<file path="src/rtl/hazard_ctrl.sv">
// hazard_ctrl -- pipeline sequencing controller for the 5-stage core.
//
// Sits beside the forwarding unit and covers the hazards forwarding cannot
// resolve: load-use, operands of a branch resolved in ID, and reads of a
// multiply/divide unit that is still busy. It drives the PC and IF/ID write
// enables and the ID/EX bubble, squashes the fetched instruction on taken
// branches and jumps, sequences the mult/div unit with a down-counter, and
// keeps a saturating count of stall cycles.
//
// Ports:
//   clk, rst                      clock (rising edge), synchronous active-high reset
//   if_id_rs, if_id_rt            source registers of the instruction in ID
//   id_uses_rt                    ID instruction reads rt
//   id_branch, id_branch_taken    conditional branch in ID and its outcome
//   id_jump                       j/jal/jr in ID
//   id_md_start, id_md_read       mult/div and mfhi/mflo in ID
//   id_ex_dst/memread/regwrite    EX-stage writer (regwrite active-low)
//   ex_mem_dst/memread/regwrite   MEM-stage writer (regwrite active-low)
//   pc_we, if_id_we               write enables, low while stalled
//   id_ex_bubble                  load a NOP into ID/EX
//   if_id_flush                   squash the fetched instruction
//   md_go, md_busy, md_done       mult/div start pulse, in-progress, last busy cycle
//   stall_cnt                     saturating stall-cycle counter
module hazard_ctrl #(
    parameter int MD_LAT = 8,
    parameter int CNT_W  = 16
) (
    input  logic             clk,
    input  logic             rst,
    input  logic [4:0]       if_id_rs,
    input  logic [4:0]       if_id_rt,
    input  logic             id_uses_rt,
    input  logic             id_branch,
    input  logic             id_branch_taken,
    input  logic             id_jump,
    input  logic             id_md_start,
    input  logic             id_md_read,
    input  logic [4:0]       id_ex_dst,
    input  logic             id_ex_memread,
    input  logic             id_ex_regwrite,
    input  logic [4:0]       ex_mem_dst,
    input  logic             ex_mem_memread,
    input  logic             ex_mem_regwrite,
    output logic             pc_we,
    output logic             if_id_we,
    output logic             id_ex_bubble,
    output logic             if_id_flush,
    output logic             md_go,
    output logic             md_busy,
    output logic             md_done,
    output logic [CNT_W-1:0] stall_cnt
);

    localparam logic [3:0] LAT4 = 4'(MD_LAT);

    typedef enum logic {IDLE, BUSY} md_state_t;

    md_state_t  state, state_next;
    logic [3:0] cnt, cnt_next;

    logic ex_match, mem_match;
    logic lu, bx, bm, mr;
    logic stall;

    // Saturating increment: holds at all-ones.
    function automatic logic [CNT_W-1:0] sat_inc(input logic [CNT_W-1:0] v);
        if (v == {CNT_W{1'b1}})
            return v;
        else
            return v + CNT_W'(1);
    endfunction

    // A writer matches when it actually writes (active-low), targets a
    // non-zero register, and that register is rs, or rt when ID reads rt.
    // Branches always compare both operands, so they always read rt.
    function automatic logic writer_match(input logic [4:0] dst,
                                          input logic       regwrite_n,
                                          input logic [4:0] rs,
                                          input logic [4:0] rt,
                                          input logic       reads_rt);
        return !regwrite_n && (dst != 5'd0) &&
               ((dst == rs) || (reads_rt && (dst == rt)));
    endfunction

    always_comb begin
        ex_match  = writer_match(id_ex_dst, id_ex_regwrite, if_id_rs, if_id_rt,
                                 id_uses_rt | id_branch);
        mem_match = writer_match(ex_mem_dst, ex_mem_regwrite, if_id_rs, if_id_rt,
                                 id_uses_rt | id_branch);

        lu = id_ex_memread & ex_match;
        bx = id_branch & ex_match;
        bm = id_branch & ex_mem_memread & mem_match;
        mr = (id_md_read | id_md_start) & md_busy;

        stall = lu | bx | bm | mr;

        pc_we        = !stall;
        if_id_we     = !stall;
        id_ex_bubble = stall;
        // A stalled branch is re-evaluated next cycle, so no squash yet.
        if_id_flush  = !stall & (id_jump | (id_branch & id_branch_taken));
        md_go        = id_md_start & !stall;
    end

    assign md_busy = (cnt != 4'd0);
    assign md_done = (cnt == 4'd1);

    // Mult/div sequencer: next-state and counter.
    always_comb begin
        state_next = state;
        cnt_next   = cnt;
        case (state)
            IDLE: begin
                if (md_go) begin
                    cnt_next   = LAT4;
                    state_next = BUSY;
                end
            end
            BUSY: begin
                // md_go cannot fire here: a busy unit forces a stall.
                if (cnt != 4'd0)
                    cnt_next = cnt - 4'd1;
                if (cnt <= 4'd1)
                    state_next = IDLE;
            end
            default: begin
                state_next = IDLE;
                cnt_next   = 4'd0;
            end
        endcase
    end

    always_ff @(posedge clk) begin
        if (rst) begin
            state     <= IDLE;
            cnt       <= 4'd0;
            stall_cnt <= '0;
        end else begin
            state <= state_next;
            cnt   <= cnt_next;
            if (stall)
                stall_cnt <= sat_inc(stall_cnt);
        end
    end

endmodule

</file>
<file path="config.mk">
export PLATFORM = sky130hd
export DESIGN_NAME = hazard_ctrl
export DESIGN_NICKNAME = d
export VERILOG_FILES = /design/src/rtl/hazard_ctrl.sv
export SDC_FILE = /design/constraint.sdc
export NUM_CORES = 1
export LEC_CHECK = 0
export ABC_CLOCK_PERIOD_IN_PS = 2400
export CORE_UTILIZATION = 39
export DETAILED_ROUTE_END_ITERATION = 10
export PLACE_DENSITY = 0.76
export SLEW_MARGIN = 10
export SYNTH_ARGS = -nofsm -noshare
export SYNTH_HDL_FRONTEND = slang
export SYNTH_SLANG_ARGS = --single-unit
</file>
<file path="constraint.sdc">
create_clock -name clk -period 2.4 [get_ports clk]
set_clock_uncertainty 0.2 [all_clocks]
set_input_delay 0.24 -clock clk [delete_from_list [all_inputs] [get_ports clk]]
set_output_delay 0.24 -clock clk [all_outputs]
set_load 0.02 [all_outputs]
</file>
==> Word level (Yosys, flattened, before mapping) <==
Index checks and enable logic that the tools add are counted.
{ "classes": {"add_sub_neg": 2, "order_cmp": 1, "n_eq_ne": 8, "muxes": 6, "bitwise_logic": 16, "reduce_logical": 16} }
{ "op_table": {"columns": ["cell", "count"], "rows": [
  ["5-bit equality test", 4],
  ["16-bit by 1-bit adder with 16-bit output, second input constant", 1],
  ["16-bit equality test, second input constant", 1],
  ["5-bit nonzero test", 2],
  ["1-bit AND", 8],
  ["4-bit two-way mux", 2],
  ["4-bit case mux with 2 select lines", 1],
  ["1-bit logical AND", 6],
  ["1-bit bitwise OR", 6],
  ["4-bit by 1-bit equality test with 1-bit output, second input constant", 1],
  ["4-bit by 1-bit <= comparator with 1-bit output, second input constant", 1],
  ["2-bit inequality test, second input constant", 2],
  ["2-bit AND reduction", 2],
  ["4-bit nonzero test", 1],
  ["4-bit by 1-bit subtractor with 4-bit output, second input constant", 1],
  ["1-bit logical NOT", 3],
  ["1-bit logical OR", 2],
  ["1-bit two-way mux", 2],
  ["1-bit NOT", 2],
  ["1-bit case mux with 2 select lines", 1]
]} }
{ "word_totals": {"reg_bits": 21, "input_bits": 32} }

==> Longest topological paths before layout <==
Gate-level depths: netlist of the first run.
{ "logic_depth": {"depth_word": 12, "mapped_depth": 9} }

==> Least setup slack after synthesis of the first run <==
Ideal clock, no wire load.
{ "synth_timing": {"path_kind": "reg-to-output", "start": "register cnt[0]", "end": "output if_id_flush", "arrival_ps": 2085, "required_ps": 1960, "path_slack_ps": -125, "stages_incl_launch_ff": 9, "path_cell_list": "dfxtp_1 -> inv_1 -> ha_1 -> nand2_1 -> o21ai_0 -> o41ai_4 -> nor2_1 -> inv_1 -> nor2_1"} }
{ "synth_via": {"elab_chain_len": 5} }
{ "synth_rtl": {"columns": ["element", "line", "text"], "rows": [
  ["start, declared", "59", "logic [3:0] cnt, cnt_next;"],
  ["start signal, assigned", "141", "cnt <= cnt_next;"],
  ["4-bit nonzero test", "106", "assign md_busy = (cnt != 4'd0);"],
  ["net md_busy", "49", "output logic md_busy,"],
  ["1-bit AND", "94", "mr = (id_md_read | id_md_start) & md_busy;"],
  ["1-bit bitwise OR", "96", "stall = lu | bx | bm | mr;"],
  ["1-bit logical NOT", null, null],
  ["net if_id_we", "45", "output logic if_id_we,"],
  ["1-bit AND", "102", "if_id_flush = !stall & (id_jump | (id_branch & id_branch_taken));"],
  ["end, declared", "47", "output logic if_id_flush,"]
]} }
The timed path passes the listed nets, and every way through them passes these cells.

==> Worst setup path after layout of the first run <==
{ "layout_timing": {"start": "input if_id_rs[0]", "end": "register stall_cnt[15]"} }
{ "layout_via": {"elab_chain_len": 8, "elab_cells_between_ends": 13, "cone_classes": "eq/ne (2); bitwise (6); reduce/logical (5)"} }
{ "layout_rtl": {"columns": ["element", "line", "text"], "rows": [
  ["start, declared", "30", "input logic [4:0] if_id_rs,"],
  ["5-bit equality test", "82", "((dst == rs) || (reads_rt && (dst == rt)));"],
  ["1-bit logical OR", "82", null],
  ["1-bit logical AND", "81", "return !regwrite_n && (dst != 5'd0) &&"],
  ["1-bit AND, on equally long branches", "91, 92", null],
  ["1-bit bitwise OR", "96", null],
  ["1-bit bitwise OR * (2 in series)", "96", null],
  ["2-bit AND reduction (no source line) *", null, null],
  ["end signal, assigned", "143", "stall_cnt <= sat_inc(stall_cnt);"],
  ["end, declared", "51", "output logic [CNT_W-1:0] stall_cnt"]
]} }
Mark *: on every way between the ends. The rest lies on a longest branch, timed or not.
A chain may end at the register's enable or synchronous reset.

==> impl_metrics.env, run 1 <==
export IMPL_rrSetupSlack_ns=0.14
export IMPL_cp_slowest_cell="or4_4"
export IMPL_period_needed_ns=2.292
export IMPL_critPathLaunch="if_id_rs[0]"
export IMPL_clk_latency_ns=0.32
export IMPL_hold_viol=0
export IMPL_synth_edf_count=0
export IMPL_num_rows=21
export IMPL_wire_per_inst_um=12.99
export IMPL_core_um2=3390
export IMPL_p_leak_nw=0.9447
export IMPL_grt_max_degree=27
export IMPL_fin_nets=290
export IMPL_syn_inst=168
export IMPL_num_antenna_cells=0
export IMPL_setup_violations=0
export IMPL_worstSetupPathType="input port to flip-flop"
export IMPL_slew_violations=0
export IMPL_arrival_ns=2.35
export IMPL_cts_max_level=1
export IMPL_critPathCapture="stall_cnt[15]"
export IMPL_cts_made_buffers=3
export IMPL_grt_overflow_total=0
export IMPL_layout_drive_gt1_share_pct=27.67
export IMPL_start_util_pct=41.27
export IMPL_rsz0062_at_grt="false"
export IMPL_firstDrtPassIters=4
export IMPL_syn_nets=204
export IMPL_drtIter0Drc=34
export IMPL_period_share_pct=95.50
export IMPL_synth_seq_cells=21
export IMPL_antenna_left=0
export IMPL_clk_path_buf_depth=2
export IMPL_drc=0
export IMPL_cts_tree="done"
export IMPL_r2r_cells=7
export IMPL_ys_warn_count=0
export IMPL_netlist_area_um2=1399
export IMPL_placed_cells=288
export IMPL_finalNonFillerCells=299
export IMPL_io_buffers=54
export IMPL_power_density_nw_per_um2=694.7
export IMPL_yosysTopAreaCell="dfxtp_1"
export IMPL_cp_depth=9
export IMPL_post_dp_cell_area_um2=2151
export IMPL_relSlewSlack_pct=76.74
export IMPL_crit_path_max_fanout=6
export IMPL_cp_data_required_time_ns=2.46
export IMPL_cts_root_buf="clkbuf_4"
export IMPL_reg2reg_to="stall_cnt[15]"
export IMPL_first_global_vias=1292
export IMPL_vias_per_cell=5.084
export IMPL_start_kind="input port"
export IMPL_die_area_um2=3830
export IMPL_fin_area_um2=2208
export IMPL_grtUsageTotal_pct=19.64
export IMPL_timing_rr_start="stall_cnt[1]"
export IMPL_irDropWorstVdd_v=0.0003896
export IMPL_antenna_found_initial=0
export IMPL_worstMarginPinSlew_ns=0.3477
export IMPL_io_pins=55
export IMPL_synth_cell_type_count=39
export IMPL_seq_area_frac_synth_pct=30.05
export IMPL_synthFlopType="dfxtp_1"
export IMPL_cp_cell_sequence="dlygate4sd2_1 -> xnor2_2 -> nand3_1 -> o32a_1 -> o41ai_4 -> buf_4 -> o21ai_4 -> or4_4 -> a21oi_2"
export IMPL_area_delta_synth_final_pct=57.87
export IMPL_async_flop_share_pct=0
export IMPL_die_w_um=61.89
export IMPL_cp_end_kind="flip-flop"
export IMPL_critPathTopFamily="compound AO/OA/AOI/OAI gates"
export IMPL_min_path_type="flip-flop to flip-flop"
export IMPL_cts_sinks=21
export IMPL_timing_max_cap_violations=0
export IMPL_crit_buf_inv=2
export IMPL_hold_depth=2
export IMPL_drt_wl_total_mm=3.884
export IMPL_cts_hold_buffers=0
export IMPL_max_stage_delay_ns=0.53
export IMPL_fin_util_pct=65.15
export IMPL_dp_hpwl_mm=2.910
export IMPL_avgSynthCellArea_um2=8.326
export IMPL_grt_pass1_wl_mm=5.478
export IMPL_max_freq_mhz=436.3
export IMPL_die_h_um=61.89
export IMPL_status="finished, final reports clean"
export IMPL_via_count=1520
export IMPL_yosysTopAreaCellShare_pct=30.05
export IMPL_gp_congestion=0.8047
export IMPL_synth_area_top_cells="dfxtp_1 (30%), xnor2_1 (11%), nor2_1 (6.7%), xor2_1 (5.0%), ha_1 (3.6%)"
export IMPL_worstHoldStart="cnt[3]"
export IMPL_clk_pin_slew_ns=0.12
export IMPL_power_mw=1.534
[worst min path at each step]
stage | slack (ns) | end
floorplan | 0.21 | stall_cnt[9]
global placement | 0.29 | cnt[3]
detailed placement | 0.29 | cnt[3]
CTS | 0.31 | cnt[3]
global route | 0.34 | stall_cnt[13]
finish | 0.31 | cnt[3]
[cells in the mapped netlist, types with 2 or more instances]
cell type	n
o31ai_1	2
nand3_1	3
o31a_1	2
and3_1	7
o21ai_0	7
xnor2_1	18
a21oi_1	6
nor2b_1	4
nor2_1	25
inv_1	7
nand2_1	13
o211ai_1	4
nand4_1	5
or4_1	6
dfxtp_1	21
clkbuf_1	2
mux2_2	2
xor2_1	8
o32a_1	2
ha_1	4
nor3_1	2
[state kept, by name, summed over array words and instances (netlist names)]
| register | count |
|---|---|
| stall_cnt | 16 |
| cnt | 4 |
| state | 1 |
[cell families after synthesis]
| group | after synthesis | share of synthesized area [%] |
|---|---|---|
| AO/OA/AOI/OAI | 32 | 18.61 |
| XOR/XNOR | 26 | 16.28 |
| adder cells (fa/ha/maj) | 4 | 3.578 |
| buffers and inverters | 11 | 3.757 |
| flip-flops | 21 | 30.05 |
| multiplexers | 3 | 2.325 |
| AND/OR/NAND/NOR | 71 | 25.40 |
[metal layers]
layer | GRT usage [%] | wire length [um] | up-vias
li1 | - | - | 776
met1 | 24.27 | 1724 | 691
met2 | 34.10 | 1834 | 46
met3 | 2.070 | 252 | 7
met4 | 9.524 | 72 | 0
met5 | 0 | 0 | -
[per-stage QoR]
stage	setup TNS (ns)	setup WS, ns	hold WS [ns]
after CTS	0	0.01113	0.3118
final	0	0.1080	0.3117
after global routing	0	0.002153	0.3407
after floorplan	-0.3948	-0.1252	0.2078
after global placement	-11.82	-0.6594	0.2867
after detailed placement	-12.45	-0.6555	0.2940
[timing repair]
action	4_1_cts	5_1_grt
cloned	1	0
setup endpoints to repair	21	12
pin swaps	11	20
buffers inserted	4	2
resized for setup	46	44
[final cells by class]
class	count	area [um2]
timing repair buffer	84	685.7
inverter	7	26.28
sequential	21	421.7
clock buffer	4	26.28
fill	294	1181
tap	46	57.56
multi-input combinational	137	991.0
[cells in the final DEF, fill, tap and decap left out, types with 3 or more instances in the layout]
| cell type | n |
|---|---|
| or4_1 | 5 |
| clkbuf_2 | 15 |
| nor2b_1 | 4 |
| dfxtp_1 | 20 |
| buf_4 | 29 |
| nor2_1 | 22 |
| o211ai_1 | 4 |
| ha_1 | 4 |
| dlymetal6s2s_1 | 5 |
| inv_1 | 7 |
| o21ai_0 | 7 |
| nand2_1 | 13 |
| nand4_1 | 5 |
| xnor2_1 | 17 |
| a21oi_1 | 4 |
| xor2_1 | 8 |
| nand3_1 | 3 |
| and3_1 | 7 |
| clkdlybuf4s50_1 | 27 |
| buf_2 | 4 |
| clkbuf_4 | 3 |
[power by group]
| part | total [mW] | switching, mW | internal (mW) |
|---|---|---|---|
| Sequential | 0.423 | 0.0320 | 0.391 |
| Clock | 0.176 | 0.111 | 0.0651 |
| Combinational | 0.935 | 0.479 | 0.456 |
[worst reg2reg max path: cells and delay by family (launching register included)]
family / cells / cell delay [ns]
adder cells (fa/ha/maj): 1 / 0.19
AO/OA/AOI/OAI: 2 / 0.26
AND/OR/NAND/NOR: 4 / 1.20
flip-flops: 1 / 0.35
No activity file was read; power rests on OpenSTA's default activity.
==> inputs of run 2 (changes only) <==
- CORE_ASPECT_RATIO: unset -> 0.9
==> run 2 against run 1 <==
  * Critical path depth is 1 higher
  * Critical path type unchanged
  * Largest cell class unchanged
  * Flip-flop and latch count stayed put
  * Core utilization is 4.2 points higher
  * Largest power group unchanged
  * Non-clock buffer count is 5 higher
==> impl_metrics.env, run 2 (synthesized netlist as in run 1, its figures left out) <==
export IMPL_status="finished, final reports clean"
export IMPL_first_global_vias=1358
export IMPL_p_leak_nw=1.012
export IMPL_drt_wl_total_mm=4.170
export IMPL_worstSetupPathType="input port to flip-flop"
export IMPL_grt_pass1_wl_mm=6.161
export IMPL_start_kind="input port"
export IMPL_placed_cells=287
export IMPL_regMostFlops="stall_cnt"
export IMPL_antenna_found_initial=0
export IMPL_timing_max_cap_violations=0
export IMPL_rsz0062_at_grt="true"
export IMPL_drtIter0Drc=37
export IMPL_fillCellCount=278
export IMPL_largest_reg_flops=16
export IMPL_max_freq_mhz=421.3
export IMPL_clk_latency_ns=0.26
export IMPL_final_cell_mix="buf_4 (34), clkdlybuf4s50_1 (27), nor2_1 (24)"
export IMPL_crit_path_max_fanout=3
export IMPL_cts_made_buffers=3
export IMPL_cts_root_buf="clkbuf_8"
export IMPL_fin_nets=295
export IMPL_period_share_pct=98.89
export IMPL_grtUsageTotal_pct=21.03
export IMPL_die_h_um=58.82
export IMPL_cts_hold_buffers=0
export IMPL_die_area_um2=3831
export IMPL_drc=0
export IMPL_wire_per_inst_um=13.81
export IMPL_cts_max_level=1
export IMPL_grt_overflow_total=0
export IMPL_setup_violations=0
export IMPL_slew_violations=0
export IMPL_via_count=1553
export IMPL_num_antenna_cells=0
export IMPL_num_rows=20
export IMPL_area_delta_synth_final_pct=68.78
export IMPL_die_w_um=65.13
export IMPL_cp_data_required_time_ns=2.35
export IMPL_relSlewSlack_pct=65.37
export IMPL_clk_path_buf_depth=2
export IMPL_start_util_pct=41.10
export IMPL_reg_top3="stall_cnt (16), cnt (4), state (1)"
export IMPL_hold_viol=0
export IMPL_cp_end_kind="flip-flop"
export IMPL_seq_area_um2=421.7
export IMPL_irDropWorstVdd_v=0.0004287
export IMPL_core_um2=3403
export IMPL_arrival_ns=2.32
export IMPL_multi_input_area_um2=1007
export IMPL_period_needed_ns=2.373
export IMPL_worstMarginPinSlew_ns=0.5178
export IMPL_io_pins=55
export IMPL_grt_max_degree=17
export IMPL_io_buffers=54
export IMPL_clk_pin_slew_ns=0.08
export IMPL_cts_tree="done"
export IMPL_firstDrtPassIters=4
export IMPL_gp_congestion=0.8336
export IMPL_holdWs_ns=0.3073
export IMPL_layout_drive_gt1_share_pct=27.13
export IMPL_finalNonFillerCells=302
export IMPL_power_density_nw_per_um2=692.0
export IMPL_dp_hpwl_mm=3.026
export IMPL_cts_sinks=21
export IMPL_min_path_type="flip-flop to flip-flop"
export IMPL_final_common_cell="buf_4"
export IMPL_antenna_left=0
export IMPL_vias_per_cell=5.142
run 2: cell count changes in the layout (fill, tap and decap cells not counted), sizes merged:
cell,before,now
clkdlybuf4s15,0,6
dlygate4sd2,2,6
clkinvlp,0,1
dlymetal6s2s,5,4
buf,35,43
clkbuf,19,6
run 2: final cells by class:
cell class	instances	area share, %
Clock inverter	1	0.3180
Multi-Input combinational cell	137	42.66
Sequential cell	21	17.86
Tap cell	44	2.332
Inverter	7	1.113
Timing Repair Buffer	89	33.97
Clock buffer	3	1.749
run 2: layer usage:
metal  track usage (%)  vias to the layer above  part of all wire [%]
met5                 0                        -                     0
met4             5.590                        0                  0.53
met3             2.132                        2                   7.1
met2             37.50                       57                    51
met1             27.16                      709                    42
li1                  -                      785                     -
run 2: repair_timing:
action / CTS / global route
buffers inserted: 7 / 3
setup endpoints to repair: 21 / 14
cloned: 1 / 0
pin swaps: 12 / 14
resized for setup: 41 / 53
run 2: path summary, 6_finish.rpt:
| kind | from | endpoint | slack [ns] | cells past startpoint |
|---|---|---|---|---|
| setup / recovery | ex_mem_dst[1] | stall_cnt[14] | 0.03 | 10 |
| hold / removal | cnt[3] | cnt[3] | 0.31 | 2 |
| setup reg to reg | stall_cnt[1] | stall_cnt[1] | 0.14 | 10 |
| hold reg to reg | cnt[3] | cnt[3] | 0.31 | 2 |
run 2: critical path: stages:
cell      delay [ns]
buf_8           0.11
xnor2_2         0.15
nand4_1         0.13
o32a_1          0.40
o41ai_4         0.36
buf_4           0.21
buf_6           0.09
o211ai_1        0.13
nor2_1          0.19
mux2_4          0.31
run 2: power by group:
part	internal [mW]	switching (mW)	leakage [nW]
logic	0.503	0.470	0.820
clock network	0.117	0.119	0.0217
registers	0.391	0.0329	0.171
run 2: stage by stage:
step / power, mW / area [um2] / setup WS [ns] / util [%] / TNS, ns
CTS: 1.608 / 2267 / 0.01382 / 66.62 / 0
detailed placement: 1.292 / 2156 / -0.6537 / 63.35 / -12.79
global route: 1.743 / 2361 / -0.06884 / 69.38 / -0.3313
global placement: 1.280 / 2156 / -0.6066 / 63.35 / -11.54
floorplan: 0.8896 / 1399 / -0.1252 / - / -0.3948
finish: 1.634 / 2361 / 0.02665 / 69.38 / 0
==> inputs of run 3 (changes only) <==
- ABC_CLOCK_PERIOD_IN_PS: 2400 -> 2700
- CORE_ASPECT_RATIO: 0.9 -> unset
- CORE_UTILIZATION: 39 -> 43
- PLACE_DENSITY: 0.76 -> 0.79
- SKIP_LAST_GASP: unset -> 1
- clock period: 2.4 -> 2.7 ns (I/O delays scaled with it)
==> run 3 against run 2 <==
  * Core utilization grew 1.4 points
  * Register-to-register slack gained 0.19 ns
  * Non-clock buffer count shrank 13
  * Worst hold slack lost 0.0044 ns
  * Clock-buffer cell count grew 1
  * Sequential power shrank 9.7%
  * Clock power shrank 38%
==> impl_metrics.env, run 3 (synthesized netlist as in run 1, its figures left out) <==
export IMPL_cts_max_level=1
export IMPL_fin_nets=281
export IMPL_gp_congestion=0.8518
export IMPL_wire_per_inst_um=13.37
export IMPL_num_antenna_cells=0
export IMPL_slew_violations=0
export IMPL_die_area_um2=3485
export IMPL_layout_drive_gt1_share_pct=15.57
export IMPL_drt_wl_total_mm=3.851
export IMPL_cts_made_buffers=3
export IMPL_die_w_um=59.04
export IMPL_p_comb_share_pct=57.4
export IMPL_seq_area_um2=420.4
export IMPL_multi_input_area_um2=945.9
export IMPL_cp_end_kind="flip-flop"
export IMPL_crit_buf_inv=4
export IMPL_via_count=1512
export IMPL_finalWorstSetupSlack_ns=0.05028
export IMPL_first_global_vias=1369
export IMPL_p_sw_share_pct=40.64
export IMPL_cts_sinks=21
export IMPL_io_pins=55
export IMPL_cts_tree="done"
export IMPL_core_um2=3078
export IMPL_setup_violations=0
export IMPL_critPathTopFamily="buffers and inverters"
export IMPL_place_ws_ns=-0.4209
export IMPL_crit_path_max_fanout=12
export IMPL_reg_top3="stall_cnt (16), cnt (4), state (1)"
export IMPL_worstSetupPathType="input port to flip-flop"
export IMPL_power_density_nw_per_um2=569.3
export IMPL_cp_data_required_time_ns=2.73
export IMPL_area_delta_synth_final_pct=55.81
export IMPL_die_h_um=59.04
export IMPL_rsz0062_at_grt="true"
export IMPL_fillCellCount=261
export IMPL_clk_latency_ns=0.30
export IMPL_switchingPower_uw=504.3
export IMPL_power_mw=1.241
export IMPL_arrival_ns=2.68
export IMPL_drtIter0Drc=72
export IMPL_period_needed_ns=2.650
export IMPL_relSlewSlack_pct=59.03
export IMPL_intPower_uw=736.5
export IMPL_cp_slowest_cell="or4_1"
export IMPL_power_frac_seq_pct=30.8
export IMPL_grt_pass1_wl_mm=5.858
export IMPL_crit_top_cell="buf_4"
export IMPL_timing_max_cap_violations=0
export IMPL_clk_pin_slew_ns=0.10
export IMPL_max_stage_delay_ns=0.49
export IMPL_fin_util_pct=70.81
export IMPL_start_util_pct=45.45
export IMPL_irDropWorstVdd_v=0.0004525
export IMPL_largest_reg_flops=16
export IMPL_final_common_cell="clkdlybuf4s50_1"
export IMPL_start_kind="input port"
export IMPL_period_share_pct=98.14
export IMPL_final_cell_mix="clkdlybuf4s50_1 (43), nor2_1 (23), buf_4 (22)"
export IMPL_dp_hpwl_mm=2.994
export IMPL_min_path_type="flip-flop to flip-flop"
export IMPL_hold_viol=0
export IMPL_num_rows=20
export IMPL_grtUsageTotal_pct=21.94
export IMPL_io_buffers=54
export IMPL_grt_max_degree=19
export IMPL_timing_rr_start="stall_cnt[0]"
export IMPL_grt_overflow_total=0
export IMPL_cp_cell_sequence="clkdlybuf4s50_1 -> buf_4 -> xor2_1 -> o32a_1 -> a2111oi_4 -> buf_4 -> buf_4 -> o21ai_4 -> or4_1 -> a21oi_1"
export IMPL_clk_path_buf_depth=2
export IMPL_status="finished, final reports clean"
export IMPL_cts_root_buf="clkbuf_4"
export IMPL_pwr_share_clk_pct=11.8
export IMPL_antenna_left=0
export IMPL_max_freq_mhz=377.4
export IMPL_regMostFlops="stall_cnt"
export IMPL_cts_hold_buffers=0
export IMPL_vias_per_cell=5.250
export IMPL_antenna_found_initial=0
export IMPL_firstDrtPassIters=5
export IMPL_worstHoldStart="cnt[3]"
export IMPL_p_leak_nw=0.8870
export IMPL_critPathLaunch="if_id_rt[2]"
export IMPL_worstMarginPinSlew_ns=0.6126
export IMPL_drc=0
==> run 3: changes by cell type in the layout (fill, tap and decap cells not counted), sizes merged <==
cell / before / now
buf: 43 / 23
clkbuf: 6 / 5
clkdlybuf4s15: 6 / 1
clkdlybuf4s50: 27 / 43
clkinvlp: 1 / 0
dlygate4sd2: 6 / 3
dlymetal6s2s: 4 / 5
o21ai: 9 / 8
==> run 3: layout make-up <==
class / instances / share of cell area (%)
multi-input combinational: 136 / 43.40
timing repair buffer: 76 / 32.38
sequential: 21 / 19.29
tap: 44 / 2.526
clock buffer: 4 / 1.206
inverter: 7 / 1.206
==> run 3: through the flow <==
stage	hold WS [ns]	TNS, ns	area [um2]	cells
finish	0.3030	0	2180	288
global route	0.3511	-0.06094	2180	288
CTS	0.3071	-0.02698	2142	286
detailed placement	0.2874	-5.378	2103	280
global placement	0.2821	-4.162	2103	280
floorplan	0.2378	0	1399	168
==> run 3: worst min-delay path, stage by stage, from the launching register on <==
cell      delay (ns)
dfxtp_1         0.32
inv_1           0.08
a211oi_1        0.07
==> run 3: power by group through the flow <==
stage	registers (mW)	logic [mW]	clock network (mW)
after floorplan	0.397	0.393	0
after global placement	0.386	0.676	0
after detailed placement	0.389	0.701	0
after CTS	0.382	0.678	0.154
after global routing	0.387	0.772	0.166
final	0.382	0.712	0.146
==> run 3: repair_timing <==
action	CTS	global route
setup buffers	2	2
pin swaps	2	1
resized for setup	11	13
setup endpoints to repair	10	14
==> run 3: path summary, 6_finish.rpt <==
path / cells after the start / endpoint / slack [ns]
setup / recovery: 10 / stall_cnt[13] / 0.05
hold / removal: 2 / cnt[3] / 0.30
setup reg to reg: 7 / stall_cnt[13] / 0.33
hold reg to reg: 2 / cnt[3] / 0.30
==> run 3: layer usage <==
layer	up-vias	GRT usage [%]	routed length, um
met3	6	3.930	263
met4	0	7.483	53
met5	-	0	0
li1	751	-	-
met2	61	39.45	1972
met1	694	26.12	1562
==> edit 1: new RTL, flow settings as in run 2 <==
The parameter `CNT_W` goes from 16 to 20.
--- a/src/rtl/hazard_ctrl.sv
+++ b/src/rtl/hazard_ctrl.sv
@@ -25,3 +25,3 @@
     parameter int MD_LAT = 8,
-    parameter int CNT_W  = 16
+    parameter int CNT_W  = 20
 ) (
Ports: changed (resized stall_cnt); port bits go from 55 to 59. The function was not compared with the original's and may differ.
==> edit 1 against run 2 <==
  * Maximum frequency is 2.6% higher
  * Sequential cell count is 4 higher
  * Worst setup slack better by 0.061 ns
  * Die area is 13% higher
  * Area after synthesis is 14% higher
  * Count of clock-buffer cells in the layout stayed put
  * Wire length is 11% higher
  * Final area is 11% higher
  * Largest cell class unchanged
Power is not compared: it rests on default switching activity, and its combinational part moved more than twofold at a synthesized area within 25%.
==> edit 1: results <==
[setup_path]
worstPathArrival_ns = 1.87
rr_endpoint = "stall_cnt[16]"
reg2reg_from = "stall_cnt[6]"
slowest_delay_ns = 0.37
reg2regPathDepth = 9

[placement]
place_congestion = 0.853
dpl_cell_area_mm2 = 0.00252
dpl.cell_count = 321
dp_hpwl_um = 3520
io_buffers = 58

[global_routing]
track_usage_pct = 22.3
grt_max_degree = 17
use_met2_pct = 35.1
met3_usage_pct = 4.52
grt_pass1_vias = 1671
grt_pass1_wl_um = 7870

[detailed_routing]
vias = 1788
wirelength_um = 4620
via_per_inst = 5.40
drt_iter0_drc = 122

[yosys]
synth_common_cells = "25 x dfxtp_1, 21 x xnor2_1, 17 x nor2_1"
synthCells = 185
synth_nets = 221
post_synth_num_cell_types = 42
ys_seq_area_share_pct = 31.5
synth.top_cells.by_area = "dfxtp_1 31%, xnor2_1 12%, a21oi_1 4.7%"

[layout]
fillers = 332
drive_gt1_share_pct = 29.8
multi_input_area_mm2 = 0.00112
top_regs = "stall_cnt x20, cnt x4, state x1"

[worst_hold_path]
min_to = "stall_cnt[14]"
hold_start = "stall_cnt[14]"

[timing]
worst_pin_slew_ns = 0.573

[clock_tree]
clk_pin_slew_worst_paths_ns = 0.10

[power_and_ir_drop]
ir_drop_uv = 470

[outcome]
outcome = "complete, no violations"
[edit 1: changes by cell type after synthesis, moves of 3 or more]
cell,before,now
dfxtp_1,21,25
or3_1,1,5
nor2_1,25,17
o31ai_1,2,6
a21oi_1,6,15
and3_1,7,3
xnor2_1,18,21
nand3_1,3,7
nand2_1,13,8
[edit 1: repair_timing]
action,4_1_cts,5_1_grt
resized for setup,48,24
pin swaps,10,8
hold endpoints to repair,0,0
cloned,0,0
buffers inserted,4,2
endpoints found under the setup margin,24,12
[edit 1: cell type report]
| class | instances | area share [%] |
|---|---|---|
| flip-flops and latches | 25 | 19.4 |
| clock inverters | 1 | 0.287 |
| repair buffers | 102 | 33.0 |
| inverters | 6 | 0.861 |
| well taps | 46 | 2.20 |
| multi-input cells | 148 | 42.7 |
| clock buffers | 3 | 1.58 |
[edit 1: logic make-up (layout without fill, tap and decap cells)]
group,Yosys count,in the layout,share of synthesized area [%]
adders and majority gates,4,4,3.15
and+or+nand+nor,71,71,25.7
xor gates and xnor gates,28,28,15.4
DFF,25,25,31.5
buffers and inverters,12,112,3.54
AOI/OAI and AO/OA,42,42,18.7
muxes,3,3,2.05
[edit 1: power by group through the flow]
stage | Combinational [mW] | Sequential, mW | Clock (mW)
global placement | 0.441 | 0.464 | 0
CTS | 0.437 | 0.455 | 0.264
floorplan | 0.212 | 0.470 | 0
global route | 0.478 | 0.458 | 0.290
finish | 0.443 | 0.455 | 0.260
detailed placement | 0.447 | 0.463 | 0
[edit 1: through the flow]
stage | worst slack [ns] | TNS [ns] | hold slack [ns]
2_1_floorplan | -0.0444 | -0.0722 | 0.225
5_1_grt | -0.00854 | -0.0108 | 0.323
3_3_place_gp | -0.640 | -12.57 | 0.280
6_report | 0.0878 | 0 | 0.299
4_1_cts | 0.00489 | 0 | 0.314
3_5_place_dp | -0.693 | -13.86 | 0.300
[edit 1: how the worst max path moves through the flow]
stage,startpoint,endpoint,slack (ns),cells after the start
floorplan,id_ex_dst[4],stall_cnt[19],-0.04,7
global placement,id_ex_dst[2],if_id_flush,-0.64,8
detailed placement,id_ex_dst[4],stall_cnt[19],-0.69,9
CTS,id_ex_dst[4],stall_cnt[19],0.005,9
global route,stall_cnt[6],stall_cnt[16],-0.009,9
finish,id_ex_dst[0],md_go,0.09,7
[edit 1: layer usage]
metal	wire length, um	up-vias
li1	-	884
met1	2140	838
met2	2170	62
met3	258	4
met4	40	0
met5	0	-
[edit 1: tightest hold or removal path, delay by kind of cell, from the launching register on]
family,cells,cell delay (ns)
DFF,1,0.35
AOI/OAI and AO/OA,2,0.12
==> edit 2: new RTL, flow settings as in run 2 <==
Without the edit above. Register the output `stall_cnt` once more, with the module's reset; this adds one clock of latency there. The other outputs are not delayed to match. Comments in the files are not updated.
--- a/src/rtl/hazard_ctrl.sv
+++ b/src/rtl/hazard_ctrl.sv
@@ -56,2 +56,4 @@
     typedef enum logic {IDLE, BUSY} md_state_t;
+
+    logic [CNT_W-1:0] stall_cnt_s0;
 
@@ -137,3 +139,3 @@
             cnt       <= 4'd0;
-            stall_cnt <= '0;
+            stall_cnt_s0 <= '0;
         end else begin
@@ -142,3 +144,11 @@
             if (stall)
-                stall_cnt <= sat_inc(stall_cnt);
+                stall_cnt_s0 <= sat_inc(stall_cnt_s0);
+        end
+    end
+
+    always_ff @(posedge clk) begin
+        if (rst) begin
+            stall_cnt <= '0;
+        end else begin
+            stall_cnt <= stall_cnt_s0;
         end
Formal check against the unedited RTL: not equivalent (Yosys sat finds a counterexample within 4 cycles, from zero or initial values and one cycle with rst high).
==> edit 2 against run 2 <==
  * Final area grew 14%
  * Clock power grew 81%
  * Worst setup slack improved by 0.11 ns
  * Die area up 26%
  * Via count increased by 8.8%
  * Wire length increased by 6.7%
  * Power rose by 16%
  * Area after synthesis up 27%
  * Final cell count increased by 14%
  * Global-route usage decreased by 0.60 points
  * Sequential cell count rose by 16
  * Largest power group unchanged
==> edit 2: results <==
[outcome]
outcome = "complete, no violations"

[setup_path]
slowest_delay_ns = 0.57
crit_slowest_cell = "or4_1"
crit_family = "simple AND/OR/NAND/NOR gates"

[layout]
final_cells = 344
fillers = 374
drive_gt1_share_pct = 18.3
final_nets = 320

[detailed_routing]
wl_per_cell_um = 12.9
drt_iter0_drc = 103

[yosys]
post_synth_num_cell_types = 37
synth_common_cells = "37 x dfxtp_1, 21 x nor2_1, 18 x xnor2_1"
synth.top_cells.by_area = "dfxtp_1 42%, xnor2_1 8.9%, nor2b_1 4.9%"
synthCells = 203

[placement]
pre_cts_slack_ns = -0.507
dp_hpwl_um = 3390
place_congestion = 0.839

[global_routing]
track_usage_pct = 20.4
grt_max_degree = 28
grt_pass1_wl_um = 7470

[clock_tree]
htreeDepth = 2
cts_made_buffers = 5
insertion_delay_ns = 0.28
post_cts.repair.setup_buffers = 0

[power_and_ir_drop]
ir_drop_uv = 321
## edit 2: path summary, 6_finish.rpt
kind	start	end	slack (ns)	cells after the start
worst max-delay path	ex_mem_dst[1]	if_id_flush	0.14	8
worst max register to register	stall_cnt_s0[3]	stall_cnt_s0[15]	0.25	6
worst min register to register	stall_cnt_s0[5]	stall_cnt[5]	0.30	2
worst min-delay path	stall_cnt_s0[5]	stall_cnt[5]	0.30	2
## edit 2: cell families after synthesis
kind of cell               share of synthesized area [%]
muxes                                               4.36
DFF                                                 41.6
and+or+nand+nor                                     26.4
xor gates and xnor gates                            10.8
AOI/OAI and AO/OA                                   11.3
adders and majority gates                           2.81
buffers and inverters                               2.74
## edit 2: worst min-delay path: stages (launching register included)
cell and delay, ns:
dfxtp_1 0.33, inv_1 0.07, nor2_1 0.06
## edit 2: final cells by class
type,instances,area share [%]
inverter,6,0.838
tap,60,2.79
sequential,37,27.6
timing repair buffer,80,26.7
clock buffer,7,3.21
multi-input combinational,154,38.9
## edit 2: report_power, final
part	switching [mW]	internal (mW)
sequential	0.0398	0.658
combinational	0.405	0.366
clock	0.198	0.227
total	0.643	1.25
## edit 2: repair_timing
item / CTS / global route
endpoints found under the setup margin: 11 / 12
gates cloned: 0 / 0
gates resized for setup: 41 / 7
pin swaps: 6 / 5
## edit 2: through the flow
stage,utilization [%],hold slack (ns),instance area (um2)
final,63.8,0.301,2690
after global routing,63.8,0.315,2690
after CTS,63.1,0.296,2660
after detailed placement,60.9,0.277,2560
after global placement,60.9,0.280,2560
after floorplan,-,0.211,1780
## edit 2: per-layer routing
layer / track usage (%) / vias up / share of wire [%]
li1: - / 873 / -
met1: 27.9 / 774 / 49
met2: 31.7 / 34 / 46
met3: 4.12 / 8 / 3.2
met4: 7.35 / 0 / 1.6
met5: 0 / - / 0
